File: src/rtl/line_scan_sequencer.sv
// rtl/line_scan_sequencer.sv - select/enable sequencer for a 4-to-16 line decoder
// Visits masked lines in ascending order, each for a programmable dwell, with a one-cycle blanking gap.
module line_scan_sequencer #(
    parameter int DWELL_W = 8
) (
    input  logic               clk,
    input  logic               rst_n,
    input  logic               start,
    input  logic               stop,
    input  logic               mode_cont,
    input  logic [DWELL_W-1:0] dwell,
    input  logic [15:0]        line_mask,
    output logic [3:0]         sel,
    output logic               en,
    output logic               busy,
    output logic               done,
    output logic               wrap
);
    typedef enum logic [1:0] {
        S_IDLE   = 2'd0,
        S_ACTIVE = 2'd1,
        S_GAP    = 2'd2
    } state_t;

    state_t             state_q, state_d;
    logic [3:0]         idx_q, idx_d;
    logic [DWELL_W-1:0] cnt_q, cnt_d;
    logic [DWELL_W-1:0] dwell_q, dwell_d;
    logic [15:0]        mask_q, mask_d;
    logic               mode_q, mode_d;
    logic               en_q, en_d;
    logic               busy_q, busy_d;
    logic               done_q, done_d;
    logic               wrap_q, wrap_d;
    logic               start_go;
    logic [4:0]         next_hit;

    function automatic logic [3:0] lowest_set(input logic [15:0] m);
        logic [3:0] r;
        r = 4'd0;
        for (int i = 15; i >= 0; i--) begin
            if (m[i]) r = 4'(i);
        end
        return r;
    endfunction

    // Returns {found, index} of the lowest set bit strictly above cur.
    function automatic logic [4:0] next_above(input logic [15:0] m, input logic [3:0] cur);
        logic [4:0] r;
        r = 5'd0;
        for (int i = 15; i >= 0; i--) begin
            if (m[i] && (i > int'(cur))) r = {1'b1, 4'(i)};
        end
        return r;
    endfunction

    function automatic logic [DWELL_W-1:0] load_val(input logic [DWELL_W-1:0] d);
        return (d == '0) ? '0 : d - DWELL_W'(1);
    endfunction

    assign start_go = start && !stop;
    assign next_hit = next_above(mask_q, idx_q);

    always_ff @(posedge clk or negedge rst_n) begin
        if (!rst_n) begin
            state_q <= S_IDLE;
            idx_q   <= 4'd0;
            cnt_q   <= '0;
            dwell_q <= '0;
            mask_q  <= 16'd0;
            mode_q  <= 1'b0;
            en_q    <= 1'b0;
            busy_q  <= 1'b0;
            done_q  <= 1'b0;
            wrap_q  <= 1'b0;
        end else begin
            state_q <= state_d;
            idx_q   <= idx_d;
            cnt_q   <= cnt_d;
            dwell_q <= dwell_d;
            mask_q  <= mask_d;
            mode_q  <= mode_d;
            en_q    <= en_d;
            busy_q  <= busy_d;
            done_q  <= done_d;
            wrap_q  <= wrap_d;
        end
    end

    always_comb begin
        state_d = state_q;
        case (state_q)
            S_IDLE: begin
                if (start_go && (line_mask != 16'd0)) state_d = S_ACTIVE;
            end
            S_ACTIVE: begin
                if (stop)              state_d = S_IDLE;
                else if (cnt_q == '0)  state_d = S_GAP;
            end
            S_GAP: begin
                if (stop)                       state_d = S_IDLE;
                else if (next_hit[4] || mode_q) state_d = S_ACTIVE;
                else                            state_d = S_IDLE;
            end
            default: state_d = S_IDLE;
        endcase
    end

    always_comb begin
        idx_d   = idx_q;
        cnt_d   = cnt_q;
        dwell_d = dwell_q;
        mask_d  = mask_q;
        mode_d  = mode_q;
        en_d    = 1'b0;
        busy_d  = (state_d != S_IDLE);
        done_d  = 1'b0;
        wrap_d  = 1'b0;
        case (state_q)
            S_IDLE: begin
                if (start_go) begin
                    mask_d  = line_mask;
                    dwell_d = dwell;
                    mode_d  = mode_cont;
                    if (line_mask != 16'd0) begin
                        idx_d = lowest_set(line_mask);
                        cnt_d = load_val(dwell);
                        en_d  = 1'b1;
                    end else begin
                        done_d = 1'b1;
                    end
                end
            end
            S_ACTIVE: begin
                if (!stop && (cnt_q != '0)) begin
                    cnt_d = cnt_q - DWELL_W'(1);
                    en_d  = 1'b1;
                end
            end
            S_GAP: begin
                // stop suppresses the next line, the wrap and the done alike.
                if (!stop) begin
                    if (next_hit[4]) begin
                        idx_d = next_hit[3:0];
                        cnt_d = load_val(dwell_q);
                        en_d  = 1'b1;
                    end else if (mode_q) begin
                        idx_d  = lowest_set(mask_q);
                        cnt_d  = load_val(dwell_q);
                        en_d   = 1'b1;
                        wrap_d = 1'b1;
                    end else begin
                        done_d = 1'b1;
                    end
                end
            end
            default: ;
        endcase
    end

    // The decoder wants the line index bit-reversed: sel[0] carries the index MSB.
    assign sel  = {idx_q[0], idx_q[1], idx_q[2], idx_q[3]};
    assign en   = en_q;
    assign busy = busy_q;
    assign done = done_q;
    assign wrap = wrap_q;

endmodule

File: config.mk
export PLATFORM = sky130hd
export DESIGN_NAME = line_scan_sequencer
export DESIGN_NICKNAME = d
export VERILOG_FILES = /design/src/rtl/line_scan_sequencer.sv
export SDC_FILE = /design/constraint.sdc
export NUM_CORES = 1
export LEC_CHECK = 0
export ABC_AREA = 1
export CAP_MARGIN = 40
export CORE_MARGIN = 10
export CORE_UTILIZATION = 43
export DETAILED_ROUTE_END_ITERATION = 8
export GPL_TIMING_DRIVEN = 0
export PLACE_DENSITY = 0.73
export SLEW_MARGIN = 20
export SYNTH_ARGS = -nofsm -noshare
export SYNTH_HDL_FRONTEND = slang
export SYNTH_SLANG_ARGS = --single-unit
File: constraint.sdc
create_clock -name clk -period 2 [get_ports clk]
set_input_delay 0.6 -clock clk [delete_from_list [all_inputs] [get_ports clk]]
set_output_delay 0.6 -clock clk [all_outputs]
set_load 0.01 [all_outputs]
; ---- Yosys cells after proc, flatten, opt, wreduce, memory -nomap -nowiden
; Cells that the tools add are included.
[classes]
n_addsub = 3
eq_ne = 7
n_mux = 84
n_reduce_logical = 32
n_lt_le_gt_ge = 15
[ops]
columns = cell, n
row1 = $mux W4, 37
row2 = $mux W5, 15
row3 = $mux W8, 8
row4 = $gt A4 B4 Y1 const A, 8
row5 = $logic_not A8 Y1, 3
row6 = $pmux W8 S3, 1
row7 = $sub A8 B1 Y8 const B, 3
row8 = $logic_and A1 B1 Y1, 18
row9 = $gt A3 B4 Y1 const A, 4
row10 = $mux W1, 16
row11 = $reduce_bool A16 Y1, 1
row12 = $gt A2 B4 Y1 const A, 2
row13 = $ne A2 B2 Y1 const B, 4
row14 = $pmux W4 S2, 1
row15 = $reduce_bool A8 Y1, 1
row16 = $mux W2, 3
row17 = $pmux W2 S3, 1
row18 = $reduce_and A6 Y1, 1
row19 = $reduce_and A5 Y1, 1
row20 = $gt A1 B4 Y1 const A, 1
row21 = $reduce_bool A2 Y1, 2
row22 = $ne A3 B3 Y1 const B, 1
row23 = $pmux W1 S3, 1
row24 = $reduce_bool A3 Y1, 1
row25 = other kinds (7), 7
[word_totals]
in_bits = 29
register_bits = 43
output_inout_bits = 8

; ---- Depth between registers and ports, before layout
[depth]
word_depth = 22
depth_mapped = 19

; ---- Least setup slack after synthesis
; No wires, ideal clock.
[synth_path]
kind = register to register
startpoint = register idx_q[3]
endpoint = register idx_q[2]
path_slack_ps = 165
path_buffers = 0
setup_time_ps = 121
path_stages_with_launch = 15
arrival_time_ps = 1714
required_time_ps = 1879
cell_sequence = dfrtp_1 > nor2_2 > inv_2 > nor3_2 > inv_1 > nand2_1 > nor2_2 > nand2_2 > nor2_4 > nand3_2 > nand3_2 > a21oi_2 > inv_1 > nand2_1 > o21ai_1
[synth_via]
elab_chain_len = 20
[synth_rtl]
columns = element, line_no
row1 = from (decl), 26  ; logic [3:0] idx_q, idx_d;
row2 = from (signal assigned), 78  ; idx_q <= idx_d;
row3 = $gt A4 B4 Y1, 52  ; if (m[i] && (i > int'(cur))) r = {1'b1, 4'(i)};
row4 = $logic_and A1 B1 Y1, 52
row5 = $mux W5 (14 in a row), 52
row6 = $mux W5 *, 52
row7 = $mux W4, 143  ; if (next_hit[4]) begin
row8 = $mux W4, 142  ; if (!stop) begin
row9 = $pmux W4 S2, 119  ; case (state_q)
; Mark *: on every way between the ends. The rest lies on a longest branch, timed or not. The select of a mux whose other input is x is not followed.
; A chain may end at the register's enable or synchronous reset.

; ---- Worst setup path after layout
[layout_path]
startpoint = input port line_mask[14]
endpoint = register cnt_q[7]
[layout_via]
elab_chain_len = 3
[layout_rtl]
columns = element, line_no
row1 = from (decl), 12  ; input logic [15:0] line_mask,
row2 = $reduce_bool A16 Y1, 125  ; if (line_mask != 16'd0) begin
row3 = $ne A2 B2 Y1 (no source line), -
row4 = $reduce_and A6 Y1 (no source line), -
row5 = to (signal assigned), 79  ; cnt_q <= cnt_d;
row6 = to (decl), 27  ; logic [DWELL_W-1:0] cnt_q, cnt_d;
; No other way between the ends.

==> run metrics <==
post-synthesis cell count=460; clock power share=0.102; share of cells above drive strength 1=0.247; Worst Max-Slew Pin Slew=0.489 ns; global route hottest layer=met2; first-pass GRT wire length=14.6 mm; met2 GRT Util=0.261; total vias in the final route=3283; First DRT Iteration DRCs=217; FMAX=0.494 GHz; status=finished with violations; Synth Area per Inst=6.87 sq um; total grt overflow=0; Crit path required time=2.19 ns; CTS Hold Bufs=0; Pre-antenna DRT Iters=4; CTS tree=built; sequential fraction of the synthesis area=0.341; Worst-Skew Late Latency=0.30 ns; Max Cap Violations=0; leakage power total=2.12 nW; clock buffer depth=2; Worst Hold Class=in -> async; synthesis-to-finish area growth=32.6%; CTS H-tree depth=2; Setup crit start=line_mask[14]; synth warn=0; Initial Util=0.438; mapped cell area=3160 sq um; root buf cell=clkbuf_8; DRC viols=0; final WL=9.07 mm; vias in the first global route=3192; met1 track demand over resource=0.202; Worst Setup Path Type=in -> reg; Core Box Area=7210 sq um; final instance area=4190 sq um; Psw=0.00272 W; CTS Buf Count=5; Slew headroom=0.674; Final Cycle Share=1.01; fraction of the mapped netlist area in compound gates=0.170; CTS Sinks=43; Post-Synth Adder-Cell Area=0.0357; register area=1080 sq um; Placed Area=3660 sq um; XOR/XNOR share of the synthesized area=0.0277; met3 Use GR=0.0207; I/O pins=37; failing checks=setup timing; Final #Nets=573; Hold Fails Final Rpt=0; Vert. Die Dim=106 microns; Seq pwr share=0.314; Switching Share=0.484; internal power=0.00290 W; fin. max-slew vios=0; Fillers=665; Die Area=11200 sq um; post-synthesis mux area share=0.00713; DP HPWL=6.50 mm; largest family of logic cells by synthesized area=simple AND/OR/NAND/NOR gates; Synth Area in Simple Gates=0.304; Worst Skew=0.00727 ns; global placer's final weighted congestion=0.892; overall routing resource usage=0.156; post-DR vias/cell=5.18; Power Density=1340 nW/um^2; #FFs+latches synth=43; Synth Net Count=498; Multi-input gate area=1900 sq um; CP Data Arrival Time=2.22 ns; antenna cells=0; Port Buffer Count=36; combinational share of power=0.585; clock period minus worst slack=2.03 ns; crit end category=register; worst setup slack after layout=-0.0260 ns; Die X=106 microns; CP Max Fanout=5; post-synthesis cell type count=39; Final ANT Viol Nets=0; pin count of the biggest net entering global routing=26; utilization after layout=0.580; Avg WL per Cell=14.3 microns; Max IR drop VDD=0.000618 V; Hold Slack=0.249 ns; Critical R2R Launch=idx_q[1]; final setup vio count=5; RSZ-0062 raised after global routing=true; CP startpoint kind=primary input; clock-pin slew on the worst setup and hold paths=0.08 ns; Row Count=31; initial antenna violation count=0
[worst paths after layout]
check,endpoint,slack [ns],depth (start not counted)
max in group asynchronous,cnt_q[7],1.25,2
max reg2reg,cnt_q[7],0.02,16
min in group clk,dwell_q[1],0.50,2
min,mask_q[10],0.25,1
max,cnt_q[7],-0.03,16
min reg2reg,dwell_q[1],0.50,2
[power by group through the flow]
stage | registers, W | clock network (W) | logic (W)
after floorplan | 0.00160 | 0 | 0.00214
after global placement | 0.00169 | 0 | 0.00270
after detailed placement | 0.00172 | 0 | 0.00278
after CTS | 0.00172 | 0.000579 | 0.00303
after global routing | 0.00181 | 0.000614 | 0.00369
final | 0.00176 | 0.000571 | 0.00329
[cells in the final DEF (no fill, tap or decap), types with 2 or more instances in the layout]
cell / instances
clkdlybuf4s50_1: 16
dfrtp_1: 39
nor4_1: 5
nor3_1: 3
dlygate4sd2_1: 16
nand3_1: 24
o21ai_2: 12
nor2_4: 6
clkbuf_1: 4
buf_4: 29
nor2_2: 5
nand3_2: 6
a21oi_1: 9
xnor2_1: 2
ha_1: 8
a31oi_1: 4
o21ai_0: 37
dfrtp_2: 4
nor2_1: 28
clkbuf_8: 6
dlymetal6s2s_1: 3
mux2_2: 2
a21oi_2: 2
xor2_1: 8
nand2_4: 3
a31oi_2: 2
o22ai_1: 4
nor3_4: 2
a21oi_4: 2
inv_1: 63
inv_4: 3
nand2_1: 117
o21ai_1: 6
buf_12: 2
nand2_2: 15
inv_2: 16
nand3_4: 2
[cell usage after synthesis]
master / n / area, sq um
o21ai_0: 43 / 215
inv_1: 74 / 278
dfrtp_1: 43 / 1080
mux2_2: 2 / 22.5
nand3_2: 3 / 30.0
o221ai_1: 1 / 8.76
o21ai_1: 3 / 15.0
inv_2: 7 / 26.3
nand3_4: 1 / 17.5
nand2_1: 126 / 473
a21oi_1: 11 / 55.1
a21oi_4: 1 / 16.3
o31ai_1: 1 / 7.51
nand2_4: 1 / 11.3
nor4_1: 5 / 31.3
nand3_1: 28 / 140
a21oi_2: 1 / 8.76
nor2_1: 35 / 131
a31o_2: 2 / 17.5
o21ai_2: 9 / 78.8
nand2_2: 8 / 50.1
o22ai_1: 4 / 25.0
ha_1: 9 / 113
o32ai_1: 1 / 8.76
xnor2_1: 2 / 17.5
nand4_1: 1 / 6.26
a31oi_1: 6 / 37.5
o211ai_2: 2 / 25.0
nor3_1: 5 / 25.0
xor2_1: 8 / 70.1
nor2_4: 2 / 22.5
o311ai_0: 1 / 8.76
nor3_2: 1 / 10.0
clkinv_1: 2 / 7.51
buf_12: 1 / 20.0
nor2_2: 2 / 12.5
inv_4: 1 / 6.26
clkbuf_1: 6 / 22.5
a32o_1: 1 / 10.0
[final cells by class]
class | instances | share of cell area
clock inverters | 1 | 0.00120
plain buffers | 7 | 0.0114
well taps | 99 | 0.0296
inverters | 84 | 0.0783
clock buffers | 6 | 0.0197
flip-flops and latches | 43 | 0.258
multi-input cells | 326 | 0.454
repair buffers | 68 | 0.148
[critical path, stage by stage]
cell,delay (ns)
dlygate4sd2_1,0.25
nor2_2,0.14
nand3_2,0.12
nor2_4,0.16
nand2_2,0.08
nand2_1,0.06
inv_1,0.06
nor2_2,0.14
inv_2,0.07
nand3_4,0.10
inv_2,0.05
nand2_4,0.06
inv_6,0.05
buf_6,0.13
nand2_1,0.07
o21ai_2,0.05
[timing repair]
item | 4_1_cts | 5_1_grt
gates cloned | 1 | 0
resized for setup | 52 | 40
pin swaps | 18 | 20
setup endpoints to repair | 25 | 33
buffers inserted | 24 | 6
endpoints found under the hold margin | 0 | 0
[flip-flops by register name (all words and copies together), names as in the netlist]
| register | cells |
|---|---|
| busy | 1 |
| cnt_q | 8 |
| done | 1 |
| dwell_q | 8 |
| en | 1 |
| idx_q | 4 |
| mask_q | 16 |
| mode_q | 1 |
| state_q | 2 |
| wrap | 1 |
[per-stage QoR]
step | TNS (ns) | std cells | setup slack (ns) | total power [W]
6_report | -0.0796 | 634 | -0.0260 | 0.00562
5_1_grt | -0.888 | 634 | -0.119 | 0.00612
4_1_cts | 0 | 628 | 0.00421 | 0.00533
3_5_place_dp | -15.22 | 596 | -0.692 | 0.00450
3_3_place_gp | -52.73 | 595 | -0.890 | 0.00439
2_1_floorplan | 0 | 460 | 0.165 | 0.00373
[cell families after synthesis]
family,Yosys count
compound gates,87
xor+xnor,10
fa+ha+maj,9
buf+inv,91
flops,43
mux,2
simple gates,218
[layer usage]
metal | up-vias | routed length [microns]
met1 | 1529 | 3920
met3 | 17 | 508
li1 | 1624 | -
met4 | 0 | 157
met2 | 113 | 4480
met5 | - | 0
Note: power is estimated with default switching activity, not from simulation.
